[src/rtl/bus_arb2_if.sv]
// Enable/ready register bus: the master holds enable (and its command) until it
// sees ready; ready, o_data and bus_err stay valid until enable drops.
interface bus_arb2_if #(
    parameter int ADDR_WIDTH = 32,
    parameter int DATA_WIDTH = 32
);
    logic                    enable;
    logic                    wr_en;
    logic [ADDR_WIDTH-1:0]   addr;
    logic [DATA_WIDTH-1:0]   i_data;
    logic [DATA_WIDTH/8-1:0] be;
    logic                    ready;
    logic [DATA_WIDTH-1:0]   o_data;
    logic                    bus_err;

    modport master (
        output enable, wr_en, addr, i_data, be,
        input  ready, o_data, bus_err
    );

    modport slave (
        input  enable, wr_en, addr, i_data, be,
        output ready, o_data, bus_err
    );
endinterface

[src/rtl/bus_arb2.sv]
// Two-master round-robin arbiter in front of one enable/ready target, with a
// registered command path and a programmable hung-transaction timeout.
module bus_arb2 #(
    parameter int ADDR_WIDTH = 32,
    parameter int DATA_WIDTH = 32,
    parameter int TIMEOUT    = 1024
) (
    input  logic       clk,
    input  logic       rst_n,
    bus_arb2_if.slave  m0,
    bus_arb2_if.slave  m1,
    bus_arb2_if.master s
);
    localparam int BE_WIDTH  = DATA_WIDTH / 8;
    localparam int CNT_WIDTH = (TIMEOUT > 0) ? $clog2(TIMEOUT + 1) : 1;
    localparam logic [CNT_WIDTH-1:0] CNT_LAST = (TIMEOUT > 0) ? CNT_WIDTH'(TIMEOUT - 1) : '0;
    localparam logic [CNT_WIDTH-1:0] CNT_MAX  = '1;
    localparam logic                 TO_EN    = (TIMEOUT != 0);

    localparam logic [1:0] ST_IDLE    = 2'd0;
    localparam logic [1:0] ST_BUSY    = 2'd1;
    localparam logic [1:0] ST_RELEASE = 2'd2;

    logic [1:0]            state_reg;
    logic                  grant_reg;
    logic                  last_grant_reg;
    logic [CNT_WIDTH-1:0]  cnt_reg;
    logic                  s_enable_reg;
    logic                  s_wr_en_reg;
    logic [ADDR_WIDTH-1:0] s_addr_reg;
    logic [DATA_WIDTH-1:0] s_i_data_reg;
    logic [BE_WIDTH-1:0]   s_be_reg;

    logic [1:0]            req;
    logic [1:0]            m_wr_en;
    logic [ADDR_WIDTH-1:0] m_addr   [2];
    logic [DATA_WIDTH-1:0] m_i_data [2];
    logic [BE_WIDTH-1:0]   m_be     [2];

    logic grant_next;
    logic done_ok;
    logic done_to;

    assign req         = {m1.enable, m0.enable};
    assign m_wr_en     = {m1.wr_en, m0.wr_en};
    assign m_addr[0]   = m0.addr;
    assign m_addr[1]   = m1.addr;
    assign m_i_data[0] = m0.i_data;
    assign m_i_data[1] = m1.i_data;
    assign m_be[0]     = m0.be;
    assign m_be[1]     = m1.be;

    // On contention the master that did not win last time goes first.
    always_comb begin
        grant_next = 1'b0;
        if (req == 2'b11) begin
            grant_next = ~last_grant_reg;
        end else if (req[1]) begin
            grant_next = 1'b1;
        end
    end

    assign done_ok = (state_reg == ST_BUSY) && s.ready;
    assign done_to = (state_reg == ST_BUSY) && !s.ready && TO_EN && (cnt_reg == CNT_LAST);

    always_ff @(posedge clk or negedge rst_n) begin
        if (!rst_n) begin
            state_reg      <= ST_IDLE;
            grant_reg      <= 1'b0;
            last_grant_reg <= 1'b1;
            cnt_reg        <= '0;
            s_enable_reg   <= 1'b0;
            s_wr_en_reg    <= 1'b0;
            s_addr_reg     <= '0;
            s_i_data_reg   <= '0;
            s_be_reg       <= '0;
        end else begin
            case (state_reg)
                ST_IDLE: begin
                    if (|req) begin
                        grant_reg    <= grant_next;
                        s_enable_reg <= 1'b1;
                        s_wr_en_reg  <= m_wr_en[grant_next];
                        s_addr_reg   <= m_addr[grant_next];
                        s_i_data_reg <= m_i_data[grant_next];
                        s_be_reg     <= m_be[grant_next];
                        cnt_reg      <= '0;
                        state_reg    <= ST_BUSY;
                    end
                end
                ST_BUSY: begin
                    if (done_ok || done_to) begin
                        s_enable_reg <= 1'b0;
                        state_reg    <= ST_RELEASE;
                    end else if (cnt_reg != CNT_MAX) begin
                        cnt_reg <= cnt_reg + 1'b1;
                    end
                end
                ST_RELEASE: begin
                    if (!req[grant_reg]) begin
                        last_grant_reg <= grant_reg;
                        state_reg      <= ST_IDLE;
                    end
                end
                default: state_reg <= ST_IDLE;
            endcase
        end
    end

    // Response registers per master; only the granted one ever leaves zero.
    for (genvar gi = 0; gi < 2; gi++) begin : g_master
        logic                  mine;
        logic                  ready_reg;
        logic                  bus_err_reg;
        logic [DATA_WIDTH-1:0] o_data_reg;

        assign mine = (grant_reg == 1'(gi));

        always_ff @(posedge clk or negedge rst_n) begin
            if (!rst_n) begin
                ready_reg   <= 1'b0;
                bus_err_reg <= 1'b0;
                o_data_reg  <= '0;
            end else if (mine && done_ok) begin
                ready_reg   <= 1'b1;
                bus_err_reg <= s.bus_err;
                o_data_reg  <= s.o_data;
            end else if (mine && done_to) begin
                ready_reg   <= 1'b1;
                bus_err_reg <= 1'b1;
                o_data_reg  <= '0;
            end else if (mine && (state_reg == ST_RELEASE) && !req[gi]) begin
                ready_reg   <= 1'b0;
                bus_err_reg <= 1'b0;
                o_data_reg  <= '0;
            end
        end
    end

    assign m0.ready   = g_master[0].ready_reg;
    assign m0.o_data  = g_master[0].o_data_reg;
    assign m0.bus_err = g_master[0].bus_err_reg;
    assign m1.ready   = g_master[1].ready_reg;
    assign m1.o_data  = g_master[1].o_data_reg;
    assign m1.bus_err = g_master[1].bus_err_reg;

    assign s.enable = s_enable_reg;
    assign s.wr_en  = s_wr_en_reg;
    assign s.addr   = s_addr_reg;
    assign s.i_data = s_i_data_reg;
    assign s.be     = s_be_reg;
endmodule

[src/flat_wrapper.sv]
// flat-port wrapper written by rule: the top's interface ports become plain ports
module bus_arb2_flat 
#(
    parameter int ADDR_WIDTH = 32,
    parameter int DATA_WIDTH = 32,
    parameter int TIMEOUT    = 1024
)
  (clk, rst_n, m0_enable, m0_wr_en, m0_addr, m0_i_data, m0_be, m0_ready, m0_o_data, m0_bus_err, m1_enable, m1_wr_en, m1_addr, m1_i_data, m1_be, m1_ready, m1_o_data, m1_bus_err, s_enable, s_wr_en, s_addr, s_i_data, s_be, s_ready, s_o_data, s_bus_err);
  bus_arb2_if #(.ADDR_WIDTH(ADDR_WIDTH), .DATA_WIDTH(DATA_WIDTH)) m0_i ();
  bus_arb2_if #(.ADDR_WIDTH(ADDR_WIDTH), .DATA_WIDTH(DATA_WIDTH)) m1_i ();
  bus_arb2_if #(.ADDR_WIDTH(ADDR_WIDTH), .DATA_WIDTH(DATA_WIDTH)) s_i ();
  input  logic clk;
  input  logic rst_n;
  input wire logic [$bits(m0_i.enable)-1:0] m0_enable;
  input wire logic [$bits(m0_i.wr_en)-1:0] m0_wr_en;
  input wire logic [$bits(m0_i.addr)-1:0] m0_addr;
  input wire logic [$bits(m0_i.i_data)-1:0] m0_i_data;
  input wire logic [$bits(m0_i.be)-1:0] m0_be;
  output wire logic [$bits(m0_i.ready)-1:0] m0_ready;
  output wire logic [$bits(m0_i.o_data)-1:0] m0_o_data;
  output wire logic [$bits(m0_i.bus_err)-1:0] m0_bus_err;
  input wire logic [$bits(m1_i.enable)-1:0] m1_enable;
  input wire logic [$bits(m1_i.wr_en)-1:0] m1_wr_en;
  input wire logic [$bits(m1_i.addr)-1:0] m1_addr;
  input wire logic [$bits(m1_i.i_data)-1:0] m1_i_data;
  input wire logic [$bits(m1_i.be)-1:0] m1_be;
  output wire logic [$bits(m1_i.ready)-1:0] m1_ready;
  output wire logic [$bits(m1_i.o_data)-1:0] m1_o_data;
  output wire logic [$bits(m1_i.bus_err)-1:0] m1_bus_err;
  output wire logic [$bits(s_i.enable)-1:0] s_enable;
  output wire logic [$bits(s_i.wr_en)-1:0] s_wr_en;
  output wire logic [$bits(s_i.addr)-1:0] s_addr;
  output wire logic [$bits(s_i.i_data)-1:0] s_i_data;
  output wire logic [$bits(s_i.be)-1:0] s_be;
  input wire logic [$bits(s_i.ready)-1:0] s_ready;
  input wire logic [$bits(s_i.o_data)-1:0] s_o_data;
  input wire logic [$bits(s_i.bus_err)-1:0] s_bus_err;
  assign m0_i.enable = m0_enable;
  assign m0_i.wr_en = m0_wr_en;
  assign m0_i.addr = m0_addr;
  assign m0_i.i_data = m0_i_data;
  assign m0_i.be = m0_be;
  assign m0_ready = m0_i.ready;
  assign m0_o_data = m0_i.o_data;
  assign m0_bus_err = m0_i.bus_err;
  assign m1_i.enable = m1_enable;
  assign m1_i.wr_en = m1_wr_en;
  assign m1_i.addr = m1_addr;
  assign m1_i.i_data = m1_i_data;
  assign m1_i.be = m1_be;
  assign m1_ready = m1_i.ready;
  assign m1_o_data = m1_i.o_data;
  assign m1_bus_err = m1_i.bus_err;
  assign s_enable = s_i.enable;
  assign s_wr_en = s_i.wr_en;
  assign s_addr = s_i.addr;
  assign s_i_data = s_i.i_data;
  assign s_be = s_i.be;
  assign s_i.ready = s_ready;
  assign s_i.o_data = s_o_data;
  assign s_i.bus_err = s_bus_err;
  bus_arb2 #(.ADDR_WIDTH(ADDR_WIDTH), .DATA_WIDTH(DATA_WIDTH), .TIMEOUT(TIMEOUT)) u_core (.clk(clk), .rst_n(rst_n), .m0(m0_i), .m1(m1_i), .s(s_i));
endmodule
[config.mk]
export PLATFORM = sky130hd
export DESIGN_NAME = bus_arb2_flat
export DESIGN_NICKNAME = d
export VERILOG_FILES = /design/src/rtl/bus_arb2_if.sv /design/src/rtl/bus_arb2.sv /design/src/flat_wrapper.sv
export SDC_FILE = /design/constraint.sdc
export NUM_CORES = 1
export LEC_CHECK = 0
export CAP_MARGIN = 25
export CELL_PAD_IN_SITES_DETAIL_PLACEMENT = 0
export CELL_PAD_IN_SITES_GLOBAL_PLACEMENT = 1
export CORE_AREA = 2 2 123 125
export CTS_CLUSTER_SIZE = 14
export DETAILED_ROUTE_END_ITERATION = 16
export DIE_AREA = 0 0 125 127
export DONT_BUFFER_PORTS = 1
export PLACE_DENSITY_LB_ADDON = 0.2
export SYNTH_ARGS = -nofsm -noshare
export SYNTH_HDL_FRONTEND = slang
export SYNTH_SLANG_ARGS = --single-unit
[constraint.sdc]
create_clock -name clk -period 3.31 [get_ports clk]
set_clock_uncertainty 0.15 [all_clocks]
set_input_delay 0.662 -clock clk [delete_from_list [all_inputs] [get_ports clk]]
set_output_delay 0.662 -clock clk [all_outputs]
set_load 0.005 [all_outputs]
==> out/metrics.cfg <==
[synth]
synth_seq_cells = 153
synth_cell_types = 36
synth_flop_cell = dfrtp_1
synth_top_area_share_pct = 59.5
synth_area_sq_um = 6390
synth_edf_count = 0
synthArstFlopShare_pct = 100
ys.warnings.count = 0
synth.largest_area_cell = dfrtp_1
synthTopCellsByArea = dfrtp_1 59%, mux2i_1 11%, a22o_1 8.8%
synth-compound-area-share_pct = 18.6
synth_seq_area_share_pct = 59.9
synth.most_common_cell = dfrtp_1
synthXorXnorAreaFrac_pct = 0
postSynthAreaPerCell_sq_um = 11.6
synth_fa_ha_area_share_pct = 0.196
yosys-mux-area-fraction_pct = 11.1
synth_top_cells_by_count = 152 x dfrtp_1, 79 x o21ai_0, 76 x nand2_1
synth_cells = 551
synthSimpleGateAreaFrac_pct = 7.75
synth_top_family_by_area = compound AO/OA/AOI/OAI gates
synth_nets = 728

[global_route]
grt_use_total_pct = 19.8
antenna_found_initial = 0
grt_pass1_vias = 4249
overflow = 0
grt_max_degree = 154
grt_pass1_wl_um = 24300

[pwr]
combPwrFrac_pct = 23.9
p_sw_share_pct = 35.2
power_switching_mw = 2.42
max-vdd-ir-drop_mv = 0.414
p_leak_nw = 3.37
powerDensity_nw_per_um2 = 964
clkPwrFrac_pct = 25.7
p_int_mw = 4.46
p_seq_share_pct = 50.4

[timing]
fin_hold_ws_ns = -0.202
setup_ws_ns = 1.08
layout_worst_path_cycle_share_pct = 67.5
finalSetupTns_ns = 0
report.final.slew_viol_count = 0
setup_viol = 0
relSlewSlack_pct = 50.8
fin_crit_ns = 2.23
rsz0062_at_grt = false
worst_slew_pin_slew_ns = 0.730
hold_viol = 153
fmax_mhz = 448

[worst_setup_path]
path_max_fanout = 7
crit_arrival_ns = 2.34
cpMaxStageDelayCell = o21ai_0
slowest_delay_ns = 0.65
crit_chain = nor2b_1 > nand2b_1 > o21ai_0 > a31oi_1
regToRegStartpoint = u_core.state_reg[0]$_DFFE_PN0P_
path_buf_inv = 0
required_ns = 3.41
startpoint = u_core.state_reg[0]$_DFFE_PN0P_
setup.worst_path.end_class = flip-flop
cp-start-kind = flip-flop
crit_family = compound AO/OA/AOI/OAI gates
worstSetupPathType = flip-flop to flip-flop

[detailed_routing]
wl_per_cell_um = 21.5
first_pass_iters = 6
route.detailed.drc = 0
routed_wl_um = 15900
initialDrtViolationCount = 196
antenna_left = 0
via_per_inst = 5.83
vias = 4298

[clock_tree]
clock_latency_ns = 0.41
htreeDepth = 4
cts_tree = built
clkTransAtPathRegs_ns = 0.06
clockBufferDepth = 2
clk_root_buffer_cell = clkbuf_16
cts_buffers = 17
cts_resized = 0
clock-sinks = 153
cts_setup_buffers = 0

[job]
cap_violations = 0

[layout]
fin_nets = 718
instances_no_fill = 737
syn_to_final_growth_pct = 11.5
drive_gt1_share_pct = 8.14
n_antenna_cell = 0
utilization_pct = 49.4
fin_area_sq_um = 7130

[placed_design]
hpwl_um = 11400
dp_cells = 706
postPlaceCellArea_sq_um = 6600
pre_cts_ws_ns = 1.10
place_congestion = 0.773
place.port_buffers = 0

[floorplanning]
ios = 314
start_util_pct = 44.3
fp.dieW_um = 125
num_rows = 44
coreArea_sq_um = 14400
die_h_um = 127
dieArea_sq_um = 15900

[run_status]
failed_checks = hold timing
status = complete, but fails checks

[hold_path]
hp-class = input port to asynchronous set/reset pin

-- cells by family (layout without fill, tap and decap cells) --
kind of cell | count (synthesis) | count (layout)
simple gates | 113 | 113
mux | 71 | 71
fa+ha+maj | 1 | 1
buf+inv | 37 | 39
compound gates | 176 | 176
flops | 153 | 153
-- area by class of cell --
cell class	instances	area [sq um]
fill	1313	7290
sequential	153	3830
multi-input combinational	361	2450
clock buffer	20	437
tap	184	230
clock inverter	11	100
timing repair buffer	7	77.6
inverter	1	3.75
-- final timing paths --
path	endpoint	slack, ns	depth (start not counted)
setup / recovery	u_core.cnt_reg[8]$_DFFE_PN0P_	1.08	4
hold / removal	u_core.m0.o_data[2]$_DFFE_PN0P_	-0.20	0
setup reg to reg	u_core.cnt_reg[8]$_DFFE_PN0P_	1.08	4
hold reg to reg	u_core.s.addr[27]$_DFFE_PN0P_	0.36	2
max in group asynchronous	u_core.s.be[3]$_DFFE_PN0P_	2.99	0
min in group clk	u_core.m0.o_data[13]$_DFFE_PN0P_	0.23	1
-- through the flow --
| stage | total power [mW] | hold slack [ns] |
|---|---|---|
| after floorplan | 4.57 | 0.216 |
| after global placement | 5.10 | 0.221 |
| after detailed placement | 5.18 | 0.221 |
| after CTS | 6.97 | -0.226 |
| after global routing | 7.35 | -0.233 |
| final | 6.88 | -0.202 |
-- routing by layer --
layer	GRT usage [%]	routed length (um)	vias up
met5	0	0	-
met4	6.47	117	0
met3	7.04	1260	6
met2	33.6	8250	217
met1	23.8	6230	2093
li1	-	-	1982
-- placed cells by master (no fill, tap or decap), drive strengths merged, types with 3 or more instances in the layout --
cell,n
a21o,4
dfrtp,152
a22o,64
buf,7
a21oi,8
mux2i,71
nand2b,3
nor3,4
nand2,76
clkbuf,20
nand3,4
o21ai,80
a31oi,3
nor2,14
o21a,7
clkinv,7
-- power groups by stage --
stage	Clock, mW	Combinational [mW]	Sequential, mW
finish	1.77	1.65	3.46
CTS	1.82	1.67	3.49
global route	1.90	1.89	3.56
global placement	0	1.58	3.52
detailed placement	0	1.67	3.51
floorplan	0	1.37	3.20
(Power assumes the default switching activity.)
